### src/rtl/seg7_scan_decoder.sv
// seg7_scan_decoder: samples an active-low, time-multiplexed 7-segment bus
// (segment lines plus per-digit enables) and decodes it back into hex digits.
// Each digit must be seen unchanged for STABLE_CNT synchronized samples before
// it is committed. A frame is published once every digit has been committed.
// Optional feature macro: SEG7_SCAN_DP_EN adds the decimal point input dp_in_n
// and the per-digit output dp_out. The dp bit becomes part of the compared pattern.
module seg7_scan_decoder #(
    parameter int NUM_DIGITS = 4,
    parameter int STABLE_CNT = 8
) (
    input  logic                    clk,
    input  logic                    rst,
    input  logic [6:0]              seg_in,
    input  logic [NUM_DIGITS-1:0]   dig_en_n,
`ifdef SEG7_SCAN_DP_EN
    input  logic                    dp_in_n,
    output logic [NUM_DIGITS-1:0]   dp_out,
`endif
    output logic [4*NUM_DIGITS-1:0] digits_out,
    output logic [NUM_DIGITS-1:0]   blank_out,
    output logic [NUM_DIGITS-1:0]   err_out,
    output logic                    frame_valid
);

`ifdef SEG7_SCAN_DP_EN
    localparam int PW = 8;   // {dp, g..a}
`else
    localparam int PW = 7;   // {g..a}
`endif

    localparam logic [7:0] STABLE_CNT_C = 8'(STABLE_CNT);

    typedef enum logic [1:0] {S_IDLE, S_TRACK, S_HELD} state_t;

    // Returns {err, blank, value[3:0]} for an active-low segment pattern.
    function automatic logic [5:0] dec7(input logic [6:0] p);
        case (p)
            7'b1000000: dec7 = {2'b00, 4'h0};
            7'b1111001: dec7 = {2'b00, 4'h1};
            7'b0100100: dec7 = {2'b00, 4'h2};
            7'b0110000: dec7 = {2'b00, 4'h3};
            7'b0011001: dec7 = {2'b00, 4'h4};
            7'b0010010: dec7 = {2'b00, 4'h5};
            7'b0000010: dec7 = {2'b00, 4'h6};
            7'b1111000: dec7 = {2'b00, 4'h7};
            7'b0000000: dec7 = {2'b00, 4'h8};
            7'b0010000: dec7 = {2'b00, 4'h9};
            7'b0001000: dec7 = {2'b00, 4'hA};
            7'b0000011: dec7 = {2'b00, 4'hB};
            7'b1000110: dec7 = {2'b00, 4'hC};
            7'b0100001: dec7 = {2'b00, 4'hD};
            7'b0000110: dec7 = {2'b00, 4'hE};
            7'b0001110: dec7 = {2'b00, 4'hF};
            7'b1111111: dec7 = {2'b01, 4'h0};
            default:    dec7 = {2'b10, 4'h0};
        endcase
    endfunction

    logic [PW-1:0]           w_pat_in;
    logic [PW-1:0]           r_seg_s1, r_seg_s2;
    logic [NUM_DIGITS-1:0]   r_en_s1, r_en_s2;

    state_t                  r_state, w_state_nxt;
    logic [7:0]              r_cnt, w_cnt_nxt, w_cnt_inc;
    logic [PW-1:0]           r_cur_pat, w_cur_pat_nxt;
    logic [NUM_DIGITS-1:0]   r_cur_en, w_cur_en_nxt;
    logic                    w_commit;

    logic [NUM_DIGITS-1:0]   w_sel;
    logic                    w_valid;
    logic                    w_match;
    logic [5:0]              w_dec;
    logic [NUM_DIGITS-1:0]   w_commit_mask;

    logic [NUM_DIGITS-1:0]   r_seen;
    logic [4*NUM_DIGITS-1:0] r_sh_val, w_sh_val_nxt;
    logic [NUM_DIGITS-1:0]   r_sh_blank, w_sh_blank_nxt;
    logic [NUM_DIGITS-1:0]   r_sh_err, w_sh_err_nxt;
`ifdef SEG7_SCAN_DP_EN
    logic [NUM_DIGITS-1:0]   r_sh_dp, w_sh_dp_nxt;

    assign w_pat_in = {dp_in_n, seg_in};
`else
    assign w_pat_in = seg_in;
`endif

    // A sample belongs to a slot only when exactly one enable is asserted.
    assign w_sel   = ~r_en_s2;
    assign w_valid = (w_sel != '0) && ((w_sel & (w_sel - NUM_DIGITS'(1))) == '0);
    assign w_match = (r_en_s2 == r_cur_en) && (r_seg_s2 == r_cur_pat);
    assign w_cnt_inc = (r_cnt == 8'hFF) ? 8'hFF : r_cnt + 8'd1;
    assign w_dec = dec7(r_cur_pat[6:0]);
    assign w_commit_mask = w_commit ? ~r_cur_en : '0;

    // Two-flop synchronizers; idle value is all-ones (nothing lit, no digit).
    always_ff @(posedge clk) begin
        if (rst) begin
            r_seg_s1 <= '1;
            r_seg_s2 <= '1;
            r_en_s1  <= '1;
            r_en_s2  <= '1;
        end else begin
            r_seg_s1 <= w_pat_in;
            r_seg_s2 <= r_seg_s1;
            r_en_s1  <= dig_en_n;
            r_en_s2  <= r_en_s1;
        end
    end

    // Tracker state register with the current candidate slot/pattern and count.
    always_ff @(posedge clk) begin
        if (rst) begin
            r_state   <= S_IDLE;
            r_cnt     <= 8'd0;
            r_cur_pat <= '1;
            r_cur_en  <= '1;
        end else begin
            r_state   <= w_state_nxt;
            r_cnt     <= w_cnt_nxt;
            r_cur_pat <= w_cur_pat_nxt;
            r_cur_en  <= w_cur_en_nxt;
        end
    end

    // Tracker next-state: restart on any change, commit once on reaching the threshold.
    always_comb begin
        w_state_nxt   = r_state;
        w_cnt_nxt     = r_cnt;
        w_cur_pat_nxt = r_cur_pat;
        w_cur_en_nxt  = r_cur_en;
        w_commit      = 1'b0;
        case (r_state)
            S_IDLE: begin
                if (w_valid) begin
                    w_cur_pat_nxt = r_seg_s2;
                    w_cur_en_nxt  = r_en_s2;
                    w_cnt_nxt     = 8'd1;
                    w_state_nxt   = S_TRACK;
                end
            end
            S_TRACK: begin
                if (!w_valid) begin
                    w_cnt_nxt   = 8'd0;
                    w_state_nxt = S_IDLE;
                end else if (w_match) begin
                    w_cnt_nxt = w_cnt_inc;
                    if (w_cnt_inc >= STABLE_CNT_C) begin
                        w_commit    = 1'b1;
                        w_state_nxt = S_HELD;
                    end
                end else begin
                    w_cur_pat_nxt = r_seg_s2;
                    w_cur_en_nxt  = r_en_s2;
                    w_cnt_nxt     = 8'd1;
                end
            end
            S_HELD: begin
                if (!w_valid) begin
                    w_cnt_nxt   = 8'd0;
                    w_state_nxt = S_IDLE;
                end else if (!w_match) begin
                    w_cur_pat_nxt = r_seg_s2;
                    w_cur_en_nxt  = r_en_s2;
                    w_cnt_nxt     = 8'd1;
                    w_state_nxt   = S_TRACK;
                end
            end
            default: begin
                w_cnt_nxt   = 8'd0;
                w_state_nxt = S_IDLE;
            end
        endcase
    end

    // Shadow update: a commit overwrites its slot, later commits win.
    always_comb begin
        w_sh_val_nxt   = r_sh_val;
        w_sh_blank_nxt = r_sh_blank;
        w_sh_err_nxt   = r_sh_err;
`ifdef SEG7_SCAN_DP_EN
        w_sh_dp_nxt    = r_sh_dp;
`endif
        for (int i = 0; i < NUM_DIGITS; i++) begin
            if (w_commit_mask[i]) begin
                w_sh_val_nxt[4*i +: 4] = w_dec[3:0];
                w_sh_blank_nxt[i]      = w_dec[4];
                w_sh_err_nxt[i]        = w_dec[5];
`ifdef SEG7_SCAN_DP_EN
                w_sh_dp_nxt[i]         = ~r_cur_pat[PW-1];
`endif
            end
        end
    end

    // Frame assembly: publish the shadow (including any same-cycle commit) once all slots are seen.
    always_ff @(posedge clk) begin
        if (rst) begin
            r_seen      <= '0;
            r_sh_val    <= '0;
            r_sh_blank  <= '0;
            r_sh_err    <= '0;
            digits_out  <= '0;
            blank_out   <= '0;
            err_out     <= '0;
            frame_valid <= 1'b0;
`ifdef SEG7_SCAN_DP_EN
            r_sh_dp     <= '0;
            dp_out      <= '0;
`endif
        end else begin
            r_sh_val   <= w_sh_val_nxt;
            r_sh_blank <= w_sh_blank_nxt;
            r_sh_err   <= w_sh_err_nxt;
`ifdef SEG7_SCAN_DP_EN
            r_sh_dp    <= w_sh_dp_nxt;
`endif
            if (&r_seen) begin
                digits_out  <= w_sh_val_nxt;
                blank_out   <= w_sh_blank_nxt;
                err_out     <= w_sh_err_nxt;
`ifdef SEG7_SCAN_DP_EN
                dp_out      <= w_sh_dp_nxt;
`endif
                frame_valid <= 1'b1;
                r_seen      <= '0;
            end else begin
                frame_valid <= 1'b0;
                r_seen      <= r_seen | w_commit_mask;
            end
        end
    end

endmodule
### config.mk
export PLATFORM = sky130hd
export DESIGN_NAME = seg7_scan_decoder
export DESIGN_NICKNAME = d
export VERILOG_FILES = /design/src/rtl/seg7_scan_decoder.sv
export SDC_FILE = /design/constraint.sdc
export NUM_CORES = 1
export LEC_CHECK = 0
export ABC_AREA = 1
export CORE_MARGIN = 3
export CORE_UTILIZATION = 48
export DETAILED_ROUTE_END_ITERATION = 8
export GPL_TIMING_DRIVEN = 0
export PLACE_DENSITY = 0.68
export SYNTH_ARGS = -nofsm -noshare
export SYNTH_HDL_FRONTEND = slang
export SYNTH_SLANG_ARGS = --single-unit
### constraint.sdc
create_clock -name clk -period 2.4 [get_ports clk]
set_clock_uncertainty 0.2 [all_clocks]
set_input_delay 0.48 -clock clk [delete_from_list [all_inputs] [get_ports clk]]
set_output_delay 0.48 -clock clk [all_outputs]
set_load 0.005 [all_outputs]
; After elaboration in Yosys (flattened, before gate mapping)
; Index checks and enable logic that the tools add are counted.
[totals]
reg_bits = 96
input_bits = 13
out_inout_bits = 25
elab_cells = 104
[classes]
addsub = 2
n_lt_le_gt_ge = 1
n_eq_ne = 27
mux = 41
n_bitwise = 4
reduce_logical = 13
[op_table]
columns = operator, count
row1 = $pmux W6 S17, 1
row2 = $mux W8, 6
row3 = $eq A7 B7 Y1 const B, 5
row4 = $mux W4, 8
row5 = $pmux W8 S3, 1
row6 = $eq A7 B5 Y1 const B, 3
row7 = $eq A7 B6 Y1 const B, 3
row8 = $mux W7, 3
row9 = $eq A7 B2 Y1 const B, 2
row10 = $eq A7 B4 Y1 const B, 2
row11 = $pmux W7 S2, 1
row12 = $mux W1, 13
row13 = $mux W2, 6
row14 = $reduce_and A4 Y1, 3
row15 = $ne A3 B3 Y1 const B, 3
row16 = $add A8 B1 Y8 const B, 1
row17 = $eq A8 B8 Y1 const B, 1
row18 = $ge A8 B4 Y1 const B, 1
row19 = $not A4 Y4, 2
row20 = $pmux W4 S2, 1
row21 = $eq A7 B3 Y1 const B, 1
row22 = $eq A7 B7 Y1, 1
row23 = $logic_not A7 Y1, 1
row24 = $pmux W2 S3, 1
row25 = other kinds (15), 18

; Logic depth before layout (Yosys ltp)
; Gate-level depths: netlist (run 1).
[depth]
depth_word = 9
mapped_depth = 14
depth_no_buf = 13

; Least setup slack after synthesis (run 1)
; Ideal clock, no wire load.
[synth_timing]
path_kind = flip-flop to flip-flop
startpoint = reg r_cnt[0]
endpoint = reg r_state[0]
setup_ns = 0.132
arrival_time_ns = 1.593
required_time_ns = 2.068
setup_slack_ns = 0.475
stages_incl_launch_ff = 14
n_path_buf = 1
period_less_slack_ns = 1.925
cell_sequence = dfxtp_1 > ha_1 > nand2_1 > nor2_1 > nand2_1 > nand3_1 > nor2_1 > nand2_1 > buf_6 > nand2_1 > nand2_1 > nand2_1 > nand2_1 > a21oi_1
[synth_between]
elab_chain_cells = 5
word_cells_on_any_way = 6
classes_between = add/sub: 1 / order compare: 1 / eq/ne: 2 / mux: 1 / reduce/logical: 1
[synth_rtl]
columns = item, line_no
row1 = from (decl), 64  ; logic [7:0] r_cnt, w_cnt_nxt, w_cnt_inc;
row2 = from (signal assigned), 119  ; r_cnt <= w_cnt_nxt;
row3 = $add A8 B1 Y8 / $eq A8 B8 Y1 (equally long branches), 91  ; assign w_cnt_inc = (r_cnt == 8'hFF) ? 8'hFF : r_cnt + 8'd1;
row4 = $mux W8 *, 91
row5 = $ge A8 B4 Y1 *, 147  ; if (w_cnt_inc >= STABLE_CNT_C) begin
row6 = $ne A3 B3 Y1 (no line) *, --
row7 = $reduce_and A4 Y1 (no line) *, --
row8 = to (signal assigned), 118  ; r_state <= w_state_nxt;
row9 = to (decl), 63  ; state_t r_state, w_state_nxt;
; Every way passes the cells marked *; elsewhere a longest branch is shown, timed or not.
; A chain may end at the register's enable or synchronous reset.

; Final worst setup path (run 1)
[layout_timing]
startpoint = reg r_cnt[0]
endpoint = reg digits_out[5]
[layout_between]
elab_chain_cells = 9
word_cells_on_any_way = 10
classes_between = add/sub: 1 / order compare: 1 / eq/ne: 1 / mux: 7
[layout_rtl]
columns = item, line_no
row1 = $add A8 B1 Y8 / $eq A8 B8 Y1 (equally long branches), 91
row2 = $mux W8 *, 91
row3 = $ge A8 B4 Y1 *, 147
row4 = $mux W1 *, 147
row5 = $mux W1 *, 145  ; end else if (w_match) begin
row6 = $mux W1 *, 142  ; if (!w_valid) begin
row7 = $mux W1 *, 132  ; case (r_state)
row8 = $mux W4 *, 93  ; assign w_commit_mask = w_commit ? ~r_cur_en : '0;
row9 = $mux W4 *, 184  ; if (w_commit_mask[i]) begin
row10 = to (signal assigned), 218  ; digits_out <= w_sh_val_nxt;
row11 = to (decl), 19  ; output logic [4*NUM_DIGITS-1:0] digits_out,
; Marks and branches as above.

==> out/qor.yml, run 1 <==
synthesis:
  avgSynthCellArea_um2: 7.000
  yosysWarnings: 0
  ys_seq_area_frac: 0.4317
  synth.distinct_cells: 27
  synth_nets: 654
  synth-seq-cells: 96
  syn-cell-area_um2: 4452
  syn-instance-count: 636
final_layout:
  layout_common_cells: "nand2_1 (189), dfxtp_1 (93), nor2_1 (76), inv_1 (72), nand3_1 (55)"
  final_cells: 798
  n_fill_cell: 850
  nNetsFinal: 703
  drive_above_1_share: 0.1058
  final_common_cell: "nand2_1"
  finalCoreUtilization: 0.5837
  synthToLayoutAreaGrowth_pct: 16.02
  diodes: 0
  fin_area_um2: 5165
die:
  die_x_um: 102.3
  rows: 34
  dieHeight_um: 102.3
  design.die.area_um2: 10470
  core_area_um2: 8848
  io_pins: 38
  start_util: 0.5031
pwr:
  finalPower_uw: 3245
  switching_share: 0.3165
  combPwrFrac: 0.166
  clock_power_share: 0.311
  p_sw_uw: 1027
  p_int_uw: 2218
  leakagePower_uw: 0.002376
  powerDensity_nw_per_um2: 628.3
  ir_worst_vdd_mv: 0.3340
  pwr-share-seq: 0.523
worst_setup_path:
  crit_path_end_kind: "register"
  crit_fanout: 10
  critPathRequiredTime_ns: 2.46
  reg2reg_slack_ns: 0.22
  arrival_ns: 2.25
  critPathKind: "register to register"
  critPathLaunchType: "register"
sta:
  rsz0062_at_grt: "no"
  final-setup-viol-count: 0
  report.final.slew_viol_count: 0
  setup_tns_ns: 0
  min_period_ns: 2.185
  max_freq_mhz: 457.7
  relSlewSlack: 0.6242
  fin_crit_sh: 0.9104
  worst_slew_pin_slew_ns: 0.5616
  hold_viol: 0
grt:
  grt_use_total: 0.2018
  grt_pass1_wl_um: 16770
  overflow: 0
  grt_pass1_vias: 3708
  grt_max_degree: 19
  antenna_found_initial: 0
placement:
  dpl_cell_area_um2: 4957
  io_buffers: 37
  dp.cells: 781
  place.gp.congestion: 0.8471
  dp_hpwl_um: 7323
clock_tree:
  cts_sinks: 96
  clkTransAtPathRegs_ns: 0.10
  clk_latency_ns: 0.37
  h-tree-depth: 3
  numCtsBuffers: 9
  clock_path_buffers: 2
  cts_root_buffer: "clkbuf_8"
  cts_tree: "yes"
  postCtsHoldBufs: 0
detailed_routing:
  viasPerCell: 5.068
  vias: 4044
  wl_per_cell_um: 12.33
  ant_nets: 0
  drc: 0
  wl_um: 9838
  first_iter_violations: 133
  firstDrtPassIters: 4
status:
  status: "finished clean"
worst_hold_path:
  hp-class: "register to register"
run:
  cap_violations: 0
kinds of logic after synthesis:
family / Yosys count / synth area share
adders and majority gates: 5 / 0.01405
DFF: 96 / 0.4317
AOI/OAI and AO/OA: 31 / 0.04103
and+or+nand+nor: 396 / 0.4075
buffers and inverters: 100 / 0.08994
xor gates and xnor gates: 8 / 0.01574
critical path: stages, from the launching register on:
cell	delay (ns)
dfxtp_4	0.40
ha_1	0.20
nand2_1	0.08
nor2_1	0.15
nand2_2	0.15
nand3_1	0.15
nor2_1	0.07
nand2_2	0.12
buf_4	0.20
nand4_1	0.18
nand3_1	0.14
nand2_1	0.05
synthesized netlist by cell type (all sizes together):
master,count,area [µm²]
nand4,36,225.2
o21ai,5,25.02
o211ai,11,82.58
buf,10,62.56
xor2,1,8.760
ha,5,62.56
clkbuf,11,41.29
or2,22,137.6
xnor2,7,61.31
dfxtp,96,1922
nand2,194,740.7
nand3,60,355.3
nor3,3,15.01
a21oi,15,75.07
nor4,1,6.260
nor2,80,334.1
inv,79,296.5
power groups by stage:
stage,registers (µW),clock network [µW],logic (µW)
floorplan,1720,0,407
detailed placement,1730,0,526
global route,1710,1120,605
CTS,1700,1040,530
finish,1700,1010,539
global placement,1730,0,514
worst paths after layout:
kind,startpoint,end,cells after the start
worst max-delay path,r_cnt[0],digits_out[5],11
worst min-delay path,r_en_s1[3],r_en_s2[3],1
worst max register to register,r_cnt[0],digits_out[5],11
worst min register to register,r_en_s1[3],r_en_s2[3],1
metrics by stage:
step           hold slack [ns]  setup WS (ns)
3_5_place_dp            0.1948       -0.01789
5_1_grt                 0.2271       0.001117
3_3_place_gp            0.1908      -0.006377
2_1_floorplan           0.1895         0.4750
4_1_cts                 0.2090        0.07593
6_report                0.2133         0.2151
repair_timing:
item,CTS,global route
cloned,0,1
setup buffers,0,0
setup endpoints to repair,5,50
resized for setup,1,9
area by class of cell:
class	instances	area (µm²)	share of cell area
clock buffers	9	123.9	0.02398
repair buffers	38	375.4	0.07267
flip-flops and latches	96	1928	0.3733
well taps	108	135.1	0.02616
inverters	79	296.5	0.05741
clock inverters	7	62.56	0.01211
multi-input cells	440	2135	0.4133
plain buffers	21	108.9	0.02108
sequential cells by signal (all words and copies together) (netlist names), 7 cells and up:
name / count
digits_out: 16
r_cnt: 8
r_cur_pat: 7
r_seg_s1: 7
r_seg_s2: 7
r_sh_val: 16
layer usage:
layer,routed length (µm),up-vias,part of all wire,track usage
met3,415,9,0.042,0.03823
li1,-,2115,-,-
met5,0,-,0,0
met2,4678,82,0.48,0.3318
met1,4623,1838,0.47,0.2622
met4,121,0,0.012,0.07871
(Power assumes the default switching activity.)
==> inputs of run 2 (changes only) <==
--- a/config.mk
+++ b/config.mk
@@ -7,10 +7,10 @@
 export LEC_CHECK = 0
 export ABC_AREA = 1
 export CORE_MARGIN = 3
-export CORE_UTILIZATION = 48
+export CORE_UTILIZATION = 58
 export DETAILED_ROUTE_END_ITERATION = 8
 export GPL_TIMING_DRIVEN = 0
-export PLACE_DENSITY = 0.68
+export PLACE_DENSITY = 0.8
 export SYNTH_ARGS = -nofsm -noshare
 export SYNTH_HDL_FRONTEND = slang
 export SYNTH_SLANG_ARGS = --single-unit
==> run 2 against run 1 <==
Worst hold slack better by 0.00053 ns. Combinational power hardly changed. Critical path depth is 1 higher. Critical path type unchanged. Die area fell by 16%. Power rose by 0.18%. Flip-flop and latch count unchanged. Highest routed layer unchanged.
==> out/qor.yml, run 2 (synthesis gave the netlist of run 1 again) <==
clock_tree:
  cts_tree: "yes"
  ctsResizeCount: 0  # -1
  postCtsHoldBufs: 0  # unchanged
  clkTransAtPathRegs_ns: 0.09  # about the same
  h-tree-depth: 3  # unchanged
  numCtsBuffers: 9  # unchanged
  cts_sinks: 96  # unchanged
  clk_latency_ns: 0.37  # about the same
  cts_root_buffer: "clkbuf_8"
  clock_path_buffers: 2  # unchanged
  post_cts_buffers: 0  # unchanged
die:
  core_area_um2: 7331  # -17%
  start_util: 0.6073  # +0.1042
  rows: 31  # -8.8%
  design.die.area_um2: 8763  # -16%
  io_pins: 38  # unchanged
  dieHeight_um: 93.61  # -8.5%
  die_x_um: 93.61  # -8.5%
sta:
  setup_tns_ns: 0  # unchanged
  holdWs_ns: 0.2139  # +0.0005270 ns
  min_period_ns: 2.219  # +0.03451 ns
  hold_viol: 0  # unchanged
  fin_crit_sh: 0.9248  # +0.01438
  final-setup-viol-count: 0  # unchanged
  worst_slew_pin_slew_ns: 0.4854  # -0.07624 ns
  max_freq_mhz: 450.6  # -1.6%
  relSlewSlack: 0.6764  # +0.05221
  report.final.slew_viol_count: 0  # unchanged
  rsz0062_at_grt: "no"
placement:
  place.gp.congestion: 0.8915  # +5.2%
  io_buffers: 37  # unchanged
  dp_hpwl_um: 7258  # -0.88%
  dp.cells: 772  # -1.2%
  dpl_cell_area_um2: 4946  # -0.23%
detailed_routing:
  wl_per_cell_um: 12.40  # +0.58%
  vias: 4066  # +0.54%
  first_iter_violations: 187  # +41%
  viasPerCell: 5.153  # +1.7%
  drc: 0  # unchanged
  wl_um: 9783  # -0.56%
  firstDrtPassIters: 5  # +1
  ant_nets: 0  # unchanged
pwr:
  leakagePower_uw: 0.002374  # about the same
  powerDensity_nw_per_um2: 630.8  # +0.40%
  ir_worst_vdd_mv: 0.3967  # +19%
  finalPower_uw: 3251  # +0.18%
final_layout:
  synthToLayoutAreaGrowth_pct: 15.77
  fin_area_um2: 5154  # -0.22%
  reg.largest.list: "digits_out (16), r_sh_val (16), r_cnt (8)"
  diodes: 0  # unchanged
  layout_common_cells: "nand2_1 (189), dfxtp_1 (94), nor2_1 (76), inv_1 (72), nand3_1 (55)"
  drive_above_1_share: 0.1043  # -0.001449
  nNetsFinal: 703  # unchanged
  final_common_cell: "nand2_1"
  final_cells: 789  # -1.1%
worst_hold_path:
  hold_depth: 1  # unchanged
  hp-class: "register to register"
worst_setup_path:
  critPathLaunchType: "register"
  slowest_stage: "dfxtp_1"
  r2r.worst_path.cells: 12  # +1
  critPathRequiredTime_ns: 2.47  # about the same
  crit_fanout: 10  # unchanged
  arrival_ns: 2.29  # +0.04 ns
  crit_chain: "inv_2, nand2_1, nand2_1, nor2_1, nand2_2, nor2_8, nand2_4, nor2_4, buf_2, nand4_1, nand3_1, nand2_1"
  cpPeakStageDelay_ns: 0.39  # about the same
  critPathKind: "register to register"
  crit_path_end_kind: "register"
  cpMostUsedCell: "nand2_1"
status:
  status: "finished clean"
grt:
  grt_use_total: 0.2359  # +0.03405
  antenna_found_initial: 0  # unchanged
  grt_max_degree: 18  # -1
  grt_pass1_wl_um: 16550  # -1.4%
  overflow: 0  # unchanged
  grt_pass1_vias: 3702  # -0.16%
run:
  cap_violations: 0  # unchanged
-- run 2: routing by layer --
layer  global-route usage  part of all wire  up-vias
li1                     -                 -     2110
met1               0.2980              0.45     1847
met2               0.4098              0.49       97
met3              0.03620             0.041       12
met4              0.07942             0.014        0
met5                    0                 0        -
-- run 2: stage by stage --
stage / utilization / setup WS (ns)
after floorplan: - / 0.4750
after global placement: 0.6747 / 0.03908
after detailed placement: 0.6747 / 0.03024
after CTS: 0.7006 / 0.07692
after global routing: 0.7030 / 0.006864
final: 0.7030 / 0.1806
-- run 2: area by class of cell --
class | instances | area, µm²
flip-flops and latches | 96 | 1924
clock inverters | 6 | 52.55
fillers | 605 | 2177
repair buffers | 38 | 375.4
plain buffers | 21 | 108.9
inverters | 79 | 296.5
multi-input cells | 440 | 2135
clock buffers | 10 | 137.6
well taps | 99 | 123.9
-- run 2: report_power, final --
group          switching [µW]  internal, µW
combinational             366           174
sequential               48.5          1650
clock                     598           419
total                    1010          2240
-- run 2: critical path: cells and delay by family, from the launching register on --
family,cells,cell delay [ns]
simple gates,10,1.17
flops,1,0.39
buf+inv,2,0.36
-- run 2: path summary, 6_finish.rpt --
path / slack, ns / to / startpoint
max: 0.18 / blank_out[3] / r_cur_en[1]
min: 0.21 / r_en_s2[3] / r_en_s1[3]
max reg2reg: 0.18 / blank_out[3] / r_cur_en[1]
min reg2reg: 0.21 / r_en_s2[3] / r_en_s1[3]
